==> src/rtl/fetch_unit_if.sv <==
// rtl/fetch_unit_if.sv - fetch unit bus: instruction memory, decode handshake, redirect and status
interface fetch_unit_if;
  logic        imemRd;
  logic [15:0] imemAddr;
  logic        imemDone;
  logic [15:0] imemData;
  logic [15:0] instr;
  logic [15:0] pcPlus2;
  logic        instrValid;
  logic        decReady;
  logic        redirect;
  logic [15:0] redirectPC;
  logic        halted;
  logic        err;

  modport master (
    output imemRd, imemAddr, instr, pcPlus2, instrValid, halted, err,
    input  imemDone, imemData, decReady, redirect, redirectPC
  );

  modport slave (
    input  imemRd, imemAddr, instr, pcPlus2, instrValid, halted, err,
    output imemDone, imemData, decReady, redirect, redirectPC
  );
endinterface

==> src/rtl/fetch_unit.sv <==
// rtl/fetch_unit.sv - single-outstanding instruction fetch with PC, 2-entry FIFO, redirect and HALT stop
module fetch_unit (
  input  logic        clk,
  input  logic        rst,
  fetch_unit_if.master bus
);

  typedef enum logic [1:0] {
    S_REQ,
    S_WAIT,
    S_DISCARD,
    S_HALTED
  } fetchStateT;

  fetchStateT  state, stateNext;
  logic [15:0] pc, pcNext;
  logic        errReg, errNext;
  logic        reqIssue;
  logic        push, pop, flush;

  logic [15:0] fifoInstr [0:1];
  logic [15:0] fifoPc2   [0:1];
  logic        rdPtr, wrPtr;
  logic [1:0]  count;

  always_comb begin
    stateNext = state;
    pcNext    = pc;
    errNext   = errReg;
    reqIssue  = 1'b0;
    push      = 1'b0;
    flush     = 1'b0;
    pop       = (count != 2'd0) && bus.decReady && !bus.redirect;

    if (bus.redirect) begin
      flush  = 1'b1;
      pcNext = bus.redirectPC;
      case (state)
        S_WAIT, S_DISCARD: stateNext = bus.imemDone ? S_REQ : S_DISCARD;
        default:           stateNext = S_REQ;
      endcase
      // A misaligned target, or any redirect after one, locks fetch until reset.
      if (bus.redirectPC[0] || errReg) begin
        errNext   = 1'b1;
        stateNext = S_HALTED;
      end
    end else begin
      case (state)
        S_REQ: begin
          if ((count != 2'd2) && !rst) begin
            reqIssue  = 1'b1;
            stateNext = S_WAIT;
          end
        end
        S_WAIT: begin
          if (bus.imemDone) begin
            push      = 1'b1;
            pcNext    = pc + 16'd2;
            stateNext = (bus.imemData[15:11] == 5'b00000) ? S_HALTED : S_REQ;
          end
        end
        S_DISCARD: begin
          if (bus.imemDone) stateNext = S_REQ;
        end
        default: ;
      endcase
    end
  end

  always_ff @(posedge clk) begin
    if (rst) begin
      state  <= S_REQ;
      pc     <= 16'h0000;
      errReg <= 1'b0;
    end else begin
      state  <= stateNext;
      pc     <= pcNext;
      errReg <= errNext;
    end
  end

  always_ff @(posedge clk) begin
    if (rst || flush) begin
      count <= 2'd0;
      rdPtr <= 1'b0;
      wrPtr <= 1'b0;
    end else begin
      if (push) wrPtr <= ~wrPtr;
      if (pop)  rdPtr <= ~rdPtr;
      case ({push, pop})
        2'b10:   count <= count + 2'd1;
        2'b01:   count <= count - 2'd1;
        default: count <= count;
      endcase
    end
  end

  // Entry storage needs no reset; count gates visibility.
  always_ff @(posedge clk) begin
    if (push) begin
      fifoInstr[wrPtr] <= bus.imemData;
      fifoPc2[wrPtr]   <= pc + 16'd2;
    end
  end

  assign bus.imemRd     = reqIssue;
  assign bus.imemAddr   = pc;
  assign bus.instr      = fifoInstr[rdPtr];
  assign bus.pcPlus2    = fifoPc2[rdPtr];
  assign bus.instrValid = (count != 2'd0);
  assign bus.halted     = (state == S_HALTED);
  assign bus.err        = errReg;

endmodule
==> src/flat_wrapper.sv <==
// flat-port wrapper written by rule: the top's interface ports become plain ports
module fetch_unit_flat 
  (clk, rst, bus_imemRd, bus_imemAddr, bus_instr, bus_pcPlus2, bus_instrValid, bus_halted, bus_err, bus_imemDone, bus_imemData, bus_decReady, bus_redirect, bus_redirectPC);
  fetch_unit_if bus_i ();
  input  logic clk;
  input  logic rst;
  output wire logic [$bits(bus_i.imemRd)-1:0] bus_imemRd;
  output wire logic [$bits(bus_i.imemAddr)-1:0] bus_imemAddr;
  output wire logic [$bits(bus_i.instr)-1:0] bus_instr;
  output wire logic [$bits(bus_i.pcPlus2)-1:0] bus_pcPlus2;
  output wire logic [$bits(bus_i.instrValid)-1:0] bus_instrValid;
  output wire logic [$bits(bus_i.halted)-1:0] bus_halted;
  output wire logic [$bits(bus_i.err)-1:0] bus_err;
  input wire logic [$bits(bus_i.imemDone)-1:0] bus_imemDone;
  input wire logic [$bits(bus_i.imemData)-1:0] bus_imemData;
  input wire logic [$bits(bus_i.decReady)-1:0] bus_decReady;
  input wire logic [$bits(bus_i.redirect)-1:0] bus_redirect;
  input wire logic [$bits(bus_i.redirectPC)-1:0] bus_redirectPC;
  assign bus_imemRd = bus_i.imemRd;
  assign bus_imemAddr = bus_i.imemAddr;
  assign bus_instr = bus_i.instr;
  assign bus_pcPlus2 = bus_i.pcPlus2;
  assign bus_instrValid = bus_i.instrValid;
  assign bus_halted = bus_i.halted;
  assign bus_err = bus_i.err;
  assign bus_i.imemDone = bus_imemDone;
  assign bus_i.imemData = bus_imemData;
  assign bus_i.decReady = bus_decReady;
  assign bus_i.redirect = bus_redirect;
  assign bus_i.redirectPC = bus_redirectPC;
  fetch_unit u_core (.clk(clk), .rst(rst), .bus(bus_i));
endmodule
==> config.mk <==
export PLATFORM = sky130hd
export DESIGN_NAME = fetch_unit_flat
export DESIGN_NICKNAME = d
export VERILOG_FILES = /design/src/rtl/fetch_unit_if.sv /design/src/rtl/fetch_unit.sv /design/src/flat_wrapper.sv
export SDC_FILE = /design/constraint.sdc
export NUM_CORES = 1
export LEC_CHECK = 0
export BUFFER_PORTS_ARGS = -buffer_cell sky130_fd_sc_hd__buf_4
export CAP_MARGIN = 20
export CORE_MARGIN = 4
export CORE_UTILIZATION = 48
export DETAILED_ROUTE_END_ITERATION = 10
export GPL_ROUTABILITY_DRIVEN = 0
export PLACE_DENSITY = 0.86
export SYNTH_ARGS = -nofsm -noshare
export SYNTH_HDL_FRONTEND = slang
export SYNTH_SLANG_ARGS = --single-unit
==> constraint.sdc <==
create_clock -name clk -period 3.14 [get_ports clk]
set_input_delay 0.314 -clock clk [delete_from_list [all_inputs] [get_ports clk]]
set_output_delay 0.314 -clock clk [all_outputs]
set_load 0.02 [all_outputs]
# == Yosys cells after proc, flatten, opt, wreduce, memory -nomap -nowiden ==
# Memory sizes are Yosys's and may differ from the RTL's. A register that Yosys moved wholly into a read port is not among the register bits.
# Index checks and enable logic that the tools add are counted.
# totals
reg_bits,23
input_bits,37
n_memories,2
mem_bits_rw,64
rom_bits,0
out_inout_bits,52
latchBits,0
# op_classes
mux,26
bitwise,2
n_shift,0
reduce_logical,18
n_addsub,3
n_eq_ne,9
n_div,0
magnitude_cmp,0
multipliers,0
# memory_table
name,depth,width,read_ports,rd_clocked_by_memory_dff,wr,line,source
u_core.fifoInstr,2,16,1,1,1,fetch_unit.sv:21,logic [15:0] fifoInstr [0:1];
u_core.fifoPc2,2,16,1,1,1,fetch_unit.sv:22,logic [15:0] fifoPc2 [0:1];
# op_table
operator,n
two-way mux 16 bit,3
adder 16 x 2 -> 16 bit (second input constant),1
two-way mux 2 bit,8
two-way mux 1 bit,13
nonzero test 2 bit,4
== test 2 bit (second input constant),3
inequality test 3 bit (second input constant),2
case mux 2 bit (3 select lines),1
zero test 5 bit,1
== test 2 x 1 -> 1 bit (second input constant),2
case mux 2 bit (2 select lines),1
AND reduction 2 bit,2
AND reduction 4 bit,1
nonzero test 4 bit,1
logical AND 1 bit,3
inequality test 3 x 2 -> 1 bit (second input constant),1
adder 2 x 1 -> 2 bit (second input constant),1
zero test 1 bit,2
zero test 2 bit,1
logical OR 1 bit,2
inequality test 2 bit (second input constant),1
inverter 1 bit,2
OR reduction 2 bit,1
subtractor 2 x 1 -> 2 bit (second input constant),1

# == Depth between registers and ports, before layout ==
# Gate-level depths: netlist of the first run.
# logic_depth
ltp_word,5
depth_mapped,10
depth_no_buf,9

# == Worst setup path after synthesis of the first run ==
# Ideal clock, no wire load.
# synth_path
kind,reg-to-reg
from,register u_core.state[1]
to,memory u_core.fifoInstr[0][0] (enable)
slack_ns,0.090
t_arrival_ns,2.629
period_less_slack_ns,3.050
stages_incl_launch_ff,7
path_buffers,1
path_cell_list,dfxtp_1 inv_1 ha_1 nand2_1 buf_2 or2_2 nor2_1
# synth_between
elab_chain_len,5
# synth_rtl
element,line,source
from (decl),fetch_unit.sv:15,"fetchStateT state, stateNext;"
from (signal assigned),fetch_unit.sv:76,state <= stateNext;
== test 2 x 1 -> 1 bit,fetch_unit.sv:48,case (state)
two-way mux 1 bit,fetch_unit.sv:48,
two-way mux 1 bit,fetch_unit.sv:35,if (bus.redirect) begin
two-way mux 1 bit,fetch_unit.sv:100,if (push) begin
two-way mux 1 bit (implied by the code),fetch_unit.sv:101,fifoInstr[wrPtr] <= bus.imemData;
to (decl),fetch_unit.sv:21,
# No other way between the ends.

# == Final worst setup path of the first run ==
# layout_path
from,register u_core.state[1]
to,memory u_core.fifoInstr[1][7] (enable)
# The elaborated chain is that of the path after synthesis.

==> flow_summary_export.csv, run 1 <==
group,metric,value,unit
outcome,outcome,"completed",
route,drt-pass1-iter-count,4,
sta,hold_violations,0,
yosys,synth_flop_cell,"edfxtp_1",
sta,post-route-period-util,0.773,
place,dp_worst_setup_slack,716,ps
run,max-cap-violations,0,
layout,fin_util,0.624,
yosys,syn_inst,298,
layout,fin_cells,491,
clocking,cts_root_buf,"clkbuf_8",
layout,drive_gt1_frac,0.386,
floorplanning,start_util,0.497,
setup_path,critPathCaptureType,"flip-flop",
place,hpwl,5390,µm
yosys,ys_seq_area_frac,0.619,
floorplanning,core,7810,µm²
layout,synthToLayoutAreaGrowth,25.4,%
power,p_leak,1.91,nW
yosys,yosysMostFrequentCell,"edfxtp_1",
grt,grt_pass1_vias,2583,
sta,period_needed,2430,ps
sta,relSlewSlack,0.659,
setup_path,crit_chain,"inv_1, ha_1, nand2_1, or2_2, nor2_4, buf_4",
grt,antenna_found_initial,0,
route,postRouteAntennaNets,0,
yosys,yosysWarnings,0,
setup_path,worst_setup_path_start_kind,"flip-flop",
sta,skew,6.94,ps
place,portBuffers,88,
grt,top_usage_layer,"met2",
floorplanning,die_h,98.0,µm
yosys,synth_largest_area_cell,"edfxtp_1",
yosys,syn-num-nets,341,
sta,rsz0062_at_grt,"false",
sta,fmax,0.412,GHz
floorplanning,die-area,9590,µm²
setup_path,crit_arrival,2430,ps
route,drt_iter0_markers,120,
worst_hold_path,hold_class,"primary input to flip-flop",
layout,fin_nets,427,
clocking,clk_pin_slew,90,ps
yosys,synth_edf_count,64,
grt,grt.met1_usage,0.211,
clocking,clkSinkCount,88,
place,dp_cells,475,
setup_path,critical_path_required,3150,ps
yosys,synth_top_area_share,0.495,
clocking,postCtsSetupBuffers,0,
clocking,cts.path.max_buffers,2,
floorplanning,fp.dieW,98.0,µm
clocking,cts_resized,0,
floorplanning,num_io_pins,89,
sta,fin_tns_setup,0,ps
route,drcViolationCount,0,
layout,n_fill_cell,603,
setup_path,slowest_stage,"or2_2",
grt,grt_first_pass_wirelength,12700,µm
route,wire_per_inst,15.9,µm
setup_path,crit_type,"flip-flop to flip-flop",
route,wl,7790,µm
power,power.density,502,nW/µm²
yosys,synth_common_cells,"64 x edfxtp_1, 33 x mux2_2, 24 x dfxtp_1",
grt,overflow,0,
clocking,cts_buffers,9,
clocking,clock_latency,350,ps
layout,num_antenna_cells,0,
grt,track_usage,0.164,
yosys,netlist_area,3880,µm²
clocking,cts-hold-fix-buffers,0,
yosys,synth_cell_types,41,
sta,slew_violations,0,
clocking,cts_tree,"done",
grt,grt_max_degree,44,
sta,setup_slack,712,ps
setup_path,cpPeakStageDelay,480,ps
route,vias_per_cell,5.22,
setup_path,cp_max_fo,32,
sta,setup_viol,0,
clocking,h-tree-depth,3,
power,ir_worst_vdd,0.000272,V
yosys,syn_avg_cell_area,13.0,µm²
yosys,synth_area_leaders,"edfxtp_1 49%, dfxtp_1 12%, mux2_2 9.6%",
yosys,synth-seq-cells,88,
route,vias,2562,
floorplanning,core.rowCount,32,
yosys,async_flop_share,0,
grt,gr-usage-met3,0.0307,
sta,tightest_slew,511,ps
grt,grtUsageMet2,0.272,
-- worst paths after layout --
path	from	to	slack (ps)	depth (start not counted)
hold / removal	bus_imemData[9]	u_core.fifoInstr[0][9]	140	1
setup reg to reg	u_core.state[1]	u_core.fifoInstr[1][7]	710	6
setup / recovery	u_core.state[1]	u_core.fifoInstr[1][7]	710	6
hold reg to reg	u_core.bus.err	u_core.bus.err	520	2
-- per-stage QoR --
stage / hold WS [ps] / cell area [µm²] / power (W)
floorplan: 413 / 3880 / 0.00149
global placement: 476 / 4640 / 0.00159
detailed placement: 492 / 4640 / 0.00160
CTS: 128 / 4870 / 0.00246
global route: 121 / 4870 / 0.00253
finish: 140 / 4870 / 0.00244
-- kinds of logic after synthesis --
| logic type | Yosys count | synth area share |
|---|---|---|
| compound gates | 37 | 0.0622 |
| xor+xnor | 29 | 0.0654 |
| fa+ha+maj | 6 | 0.0193 |
| buf+inv | 34 | 0.0341 |
| flops | 88 | 0.619 |
| mux | 37 | 0.106 |
| simple gates | 67 | 0.0944 |
-- layout by cell type, fill, tap and decap left out, types with 7 or more instances in the layout --
cell,instances
xor2_1,19
o21a_1,10
edfxtp_1,64
inv_1,18
clkbuf_8,9
buf_4,91
nor3_1,11
mux2_2,33
a21oi_1,13
nor4_1,8
dfxtp_1,24
nand2_1,7
nor2_1,15
xnor2_1,10
-- critical path: cells and delay by family (launching register included) --
kind | cells | cell delay [ps]
flip-flops | 1 | 340
buffers and inverters | 2 | 490
adder cells (fa/ha/maj) | 1 | 290
AND/OR/NAND/NOR | 3 | 940
-- layer usage --
metal	part of all wire	routed length (µm)
met5	0	0
met3	0.050	388
met1	0.44	3430
met2	0.49	3840
met4	0.016	125
-- report_power, final --
group,total (W),internal (W),switching [W]
logic,0.000262,0.000121,0.000141
clock network,0.000867,0.000456,0.000411
registers,0.00131,0.00128,0.0000323
total,0.00244,0.00186,0.000584
-- registers in the layout, summed over array words and instances (netlist names), named ones only --
| signal | flops |
|---|---|
| u_core.count | 2 |
| u_core.wrPtr | 1 |
| u_core.bus.err | 1 |
| u_core.fifoInstr | 32 |
| u_core.rdPtr | 1 |
| u_core.bus.imemAddr | 16 |
| u_core.state | 2 |
| u_core.fifoPc2 | 32 |
-- final cells by class --
cell class              count  area, µm²  area share
multi-input cells         176       1360       0.280
repair buffers             91        683       0.140
clock buffers               9        124      0.0254
inverters                  18       67.6      0.0139
well taps                 102        128      0.0262
clock inverters             7        103      0.0211
flip-flops and latches     88       2400       0.493
Note: power is estimated with default switching activity, not from simulation.
==> run 2: changes to the inputs <==
--- a/config.mk
+++ b/config.mk
@@ -8,10 +8,10 @@
 export BUFFER_PORTS_ARGS = -buffer_cell sky130_fd_sc_hd__buf_4
 export CAP_MARGIN = 20
 export CORE_MARGIN = 4
-export CORE_UTILIZATION = 48
+export CORE_UTILIZATION = 54
 export DETAILED_ROUTE_END_ITERATION = 10
 export GPL_ROUTABILITY_DRIVEN = 0
-export PLACE_DENSITY = 0.86
+export PLACE_DENSITY = 0.91
 export SYNTH_ARGS = -nofsm -noshare
 export SYNTH_HDL_FRONTEND = slang
 export SYNTH_SLANG_ARGS = --single-unit
==> constraint.sdc (replaced) <==
create_clock -name clk -period 2.42 [get_ports clk]
set_input_delay 0.242 -clock clk [delete_from_list [all_inputs] [get_ports clk]]
set_output_delay 0.242 -clock clk [all_outputs]
set_load 0.02 [all_outputs]
==> flow_summary_export.csv, run 2 (same netlist as run 1, synthesis figures left out) <==
group,metric,value,unit
route,postRouteAntennaNets,0,
setup_path,cp_max_fo,11,
setup_path,crit_family,"simple AND/OR/NAND/NOR gates",
floorplanning,start_util,0.562,
grt,overflow,0,
setup_path,crit_cells,5,
layout,n_fill_cell,498,
sta,period_needed,1930,ps
setup_path,r2r-end,"u_core.fifoPc2[1][13]",
layout,fin_util,0.704,
layout,multi_input_area,1360,µm²
sta,skew,9.41,ps
setup_path,crit_path_start,"u_core.bus.imemAddr[1]",
setup_path,rr_worst_depth,5,
clocking,postCtsSetupBuffers,0,
route,drt_iter0_markers,84,
grt,antenna_found_initial,0,
place,hpwl,5480,µm
setup_path,worst_setup_path_start_kind,"flip-flop",
route,wl,7900,µm
layout,mostFrequentLayoutCells,"91 x buf_4, 64 x edfxtp_1, 33 x mux2_2",
sta,rsz0062_at_grt,"false",
clocking,clkSinkCount,88,
setup_path,reg2reg_from,"u_core.bus.imemAddr[1]",
clocking,h-tree-depth,3,
clocking,clock_latency,350,ps
sta,tightest_slew,494,ps
layout,fin_nets,429,
floorplanning,core.rowCount,30,
grt,grt_first_pass_wirelength,12300,µm
layout,num_antenna_cells,0,
sta,setup_viol,0,
setup_path,reg2reg_setup_slack,490,ps
power,ir_worst_vdd,0.000324,V
setup_path,cpPeakStageDelay,450,ps
clocking,clk_pin_slew,90,ps
clocking,cts_buffers,9,
route,drt-pass1-iter-count,4,
sta,post-route-period-util,0.799,
route,vias_per_cell,5.25,
power,power.density,624,nW/µm²
floorplanning,core,6910,µm²
setup_path,critPathCaptureType,"flip-flop",
sta,hold_violations,0,
place,dp_worst_setup_slack,538,ps
route,wire_per_inst,16.2,µm
clocking,cts_resized,0,
power,p_leak,1.90,nW
setup_path,critical_path_required,2610,ps
setup_path,crit_chain,"ha_1, nand3_2, nor3_1, and3_1, xor2_1",
floorplanning,die-area,8610,µm²
route,vias,2559,
floorplanning,fp.dieW,92.8,µm
setup_path,worst-path-buf-inv,0,
clocking,cts_root_buf,"clkbuf_8",
grt,grt_pass1_vias,2546,
sta,setup_slack,486,ps
run,max-cap-violations,0,
outcome,outcome,"completed",
sta,fmax,0.517,GHz
layout,drive_gt1_frac,0.381,
setup_path,endpoint,"u_core.fifoPc2[1][13]",
sta,relSlewSlack,0.662,
place,portBuffers,88,
setup_path,crit_type,"flip-flop to flip-flop",
clocking,cts.path.max_buffers,2,
layout,synthToLayoutAreaGrowth,25.2,%
setup_path,slowest_stage,"dfxtp_1",
layout,fin_cells,487,
route,drcViolationCount,0,
sta,slew_violations,0,
floorplanning,num_io_pins,89,
sta,whs,71.9,ps
layout,regArea,2400,µm²
clocking,cts_tree,"done",
floorplanning,die_h,92.8,µm
layout,final_common_cell,"buf_4",
place,dp_cells,471,
setup_path,crit_arrival,2120,ps
clocking,cts-hold-fix-buffers,0,
worst_hold_path,hold_class,"primary input to flip-flop",
grt,grt_max_degree,44,
grt,track_usage,0.185,
run 2: changes by cell type in the layout (fill, tap and decap cells not counted), sizes merged:
cell / delta
inv: -2
clkinv: +3
bufinv: -1
buf: +2
run 2: worst min-delay path by stage:
stage,start,end,slack [ps],cells after the start
after floorplan,bus_imemData[0],u_core.fifoInstr[0][0],340,0
after global placement,bus_imemData[0],u_core.fifoInstr[1][0],430,1
after detailed placement,bus_imemData[10],u_core.fifoInstr[0][10],430,1
after CTS,bus_imemData[4],u_core.fifoInstr[1][4],60,1
after global routing,bus_imemData[3],u_core.fifoInstr[1][3],50,1
final,bus_imemData[9],u_core.fifoInstr[1][9],70,1
run 2: through the flow:
step / total power, W / TNS, ps / cell area, µm²
global placement: 0.00207 / 0 / 4680
global route: 0.00314 / 0 / 4860
finish: 0.00303 / 0 / 4860
detailed placement: 0.00209 / 0 / 4680
floorplan: 0.00193 / -7080 / 3890
CTS: 0.00304 / 0 / 4860
run 2: routing by layer:
metal | routed length [µm] | part of all wire | GRT usage | up-vias
met3 | 480 | 0.061 | 0.0536 | 14
met1 | 3330 | 0.42 | 0.235 | 1211
met4 | 148 | 0.019 | 0.0757 | 0
met5 | 0 | 0 | 0 | -
met2 | 3950 | 0.50 | 0.298 | 82
li1 | - | - | - | 1252
run 2: power by group:
| group | total [W] | switching (W) | internal (W) |
|---|---|---|---|
| Combinational | 0.000353 | 0.000189 | 0.000163 |
| Clock | 0.000976 | 0.000509 | 0.000467 |
| Sequential | 0.00171 | 0.0000425 | 0.00166 |
run 2: worst reg2reg max path, cell delays in order, from the launching register on:
cell and delay (ps):
dfxtp_1 450, ha_1 300, nand3_2 250, nor3_1 370
and3_1 220, xor2_1 190
run 2: final cells by class:
cell class / count / area share
Tap cell: 96 / 0.0247
Timing Repair Buffer: 93 / 0.149
Inverter: 18 / 0.0139
Sequential cell: 88 / 0.494
Clock buffer: 9 / 0.0255
Clock inverter: 7 / 0.0129
Multi-Input combinational cell: 176 / 0.280
==> run 3: changes to the inputs <==
==> constraint.sdc (replaced) <==
create_clock -name clk -period 2 [get_ports clk]
set_input_delay 0.2 -clock clk [delete_from_list [all_inputs] [get_ports clk]]
set_output_delay 0.2 -clock clk [all_outputs]
set_load 0.02 [all_outputs]
==> flow_summary_export.csv, run 3 (same netlist as run 1, synthesis figures left out) <==
group,metric,value,unit
worst_hold_path,hold_depth,1,
floorplanning,num_io_pins,89,
grt,grt_max_degree,44,
clocking,clkSinkCount,88,
sta,whs,27.5,ps
sta,tightest_slew,415,ps
place,hpwl,5400,µm
route,drt_iter0_markers,96,
floorplanning,core,6910,µm²
layout,multi_input_area,1390,µm²
layout,synthToLayoutAreaGrowth,25.6,%
layout,n_fill_cell,488,
sta,setup_slack,115,ps
grt,grt_pass1_vias,2617,
clocking,clock_latency,350,ps
route,vias_per_cell,5.39,
setup_path,crit_cells,5,
sta,relSlewSlack,0.716,
sta,slew_violations,0,
floorplanning,fp.dieW,92.8,µm
layout,fin_util,0.706,
layout,fin_cells,487,
setup_path,critPathCaptureType,"flip-flop",
route,postRouteAntennaNets,0,
layout,drive_gt1_frac,0.396,
layout,num_antenna_cells,0,
layout,fin_nets,429,
grt,antenna_found_initial,0,
run,max-cap-violations,0,
setup_path,crit_arrival,2120,ps
route,drcViolationCount,0,
sta,fmax,0.531,GHz
setup_path,cp_max_fo,11,
power,p_leak,1.90,nW
setup_path,crit_chain,"ha_1, nand3_2, nor4_2, a31oi_1, o31a_1",
clocking,cts-hold-fix-buffers,0,
floorplanning,die-area,8610,µm²
clocking,h-tree-depth,3,
outcome,outcome,"completed",
sta,post-route-period-util,0.942,
sta,fin_tns_setup,0,ps
clocking,clk_pin_slew,90,ps
setup_path,rr_worst_depth,5,
route,wl,7900,µm
setup_path,worst-path-buf-inv,0,
sta,rsz0062_at_grt,"false",
setup_path,slowest_stage,"nor4_2",
floorplanning,die_h,92.8,µm
sta,skew,11.4,ps
sta,period_needed,1880,ps
setup_path,crit_type,"flip-flop to flip-flop",
sta,hold_violations,0,
route,wire_per_inst,16.2,µm
place,portBuffers,88,
clocking,postCtsSetupBuffers,0,
setup_path,worst_setup_path_start_kind,"flip-flop",
place,dp_cells,471,
route,vias,2626,
worst_hold_path,hold_class,"primary input to flip-flop",
sta,setup_viol,0,
clocking,cts_root_buf,"clkbuf_8",
setup_path,critical_path_required,2240,ps
power,power.density,738,nW/µm²
clocking,cts_resized,0,
clocking,cts_buffers,9,
layout,regArea,2400,µm²
setup_path,crit_family,"simple AND/OR/NAND/NOR gates",
setup_path,cpPeakStageDelay,460,ps
layout,final_common_cell,"buf_4",
layout,mostFrequentLayoutCells,"91 x buf_4, 64 x edfxtp_1, 33 x mux2_2",
grt,grt_first_pass_wirelength,12600,µm
route,drt-pass1-iter-count,5,
grt,overflow,0,
place,dp_worst_setup_slack,186,ps
clocking,cts.path.max_buffers,2,
grt,track_usage,0.189,
floorplanning,start_util,0.562,
clocking,cts_tree,"done",
floorplanning,core.rowCount,30,
power,ir_worst_vdd,0.000442,V
[run 3: report_power, final]
group	switching (W)	internal, W
Combinational	0.000231	0.000202
Sequential	0.0000504	0.00201
Clock	0.000584	0.000517
[run 3: layout make-up]
cell class | instances | area share
repair buffers | 93 | 0.148
clock buffers | 13 | 0.0326
flip-flops and latches | 88 | 0.493
multi-input cells | 176 | 0.284
inverters | 18 | 0.0139
clock inverters | 3 | 0.00359
well taps | 96 | 0.0246
[run 3: path summary, 6_finish.rpt]
check                    startpoint                 endpoint  slack (ps)
max          u_core.bus.imemAddr[2]  u_core.bus.imemAddr[15]         120
min                 bus_imemData[7]   u_core.fifoInstr[0][7]          30
max reg2reg  u_core.bus.imemAddr[2]  u_core.bus.imemAddr[15]         120
min reg2reg  u_core.bus.imemAddr[0]     u_core.fifoPc2[0][0]         510
[run 3: per-stage QoR]
step / area, µm² / total power [W]
after floorplan: 3920 / 0.00234
after global placement: 4700 / 0.00252
after detailed placement: 4700 / 0.00253
after CTS: 4870 / 0.00361
after global routing: 4880 / 0.00375
final: 4880 / 0.00360
[run 3: worst reg2reg max path, cell delays in order, from the launching register on]
cell and delay (ps):
dfxtp_1 400, ha_1 260, nand3_2 240, nor4_2 470, a31oi_1 160, o31a_1 260
[run 3: routing by layer]
layer  share of wire  vias up  global-route usage
met3           0.063       13              0.0292
met5               0        -                   0
met2            0.52       97               0.325
met4           0.018        0              0.0855
met1            0.40     1261               0.233
li1                -     1255                   -
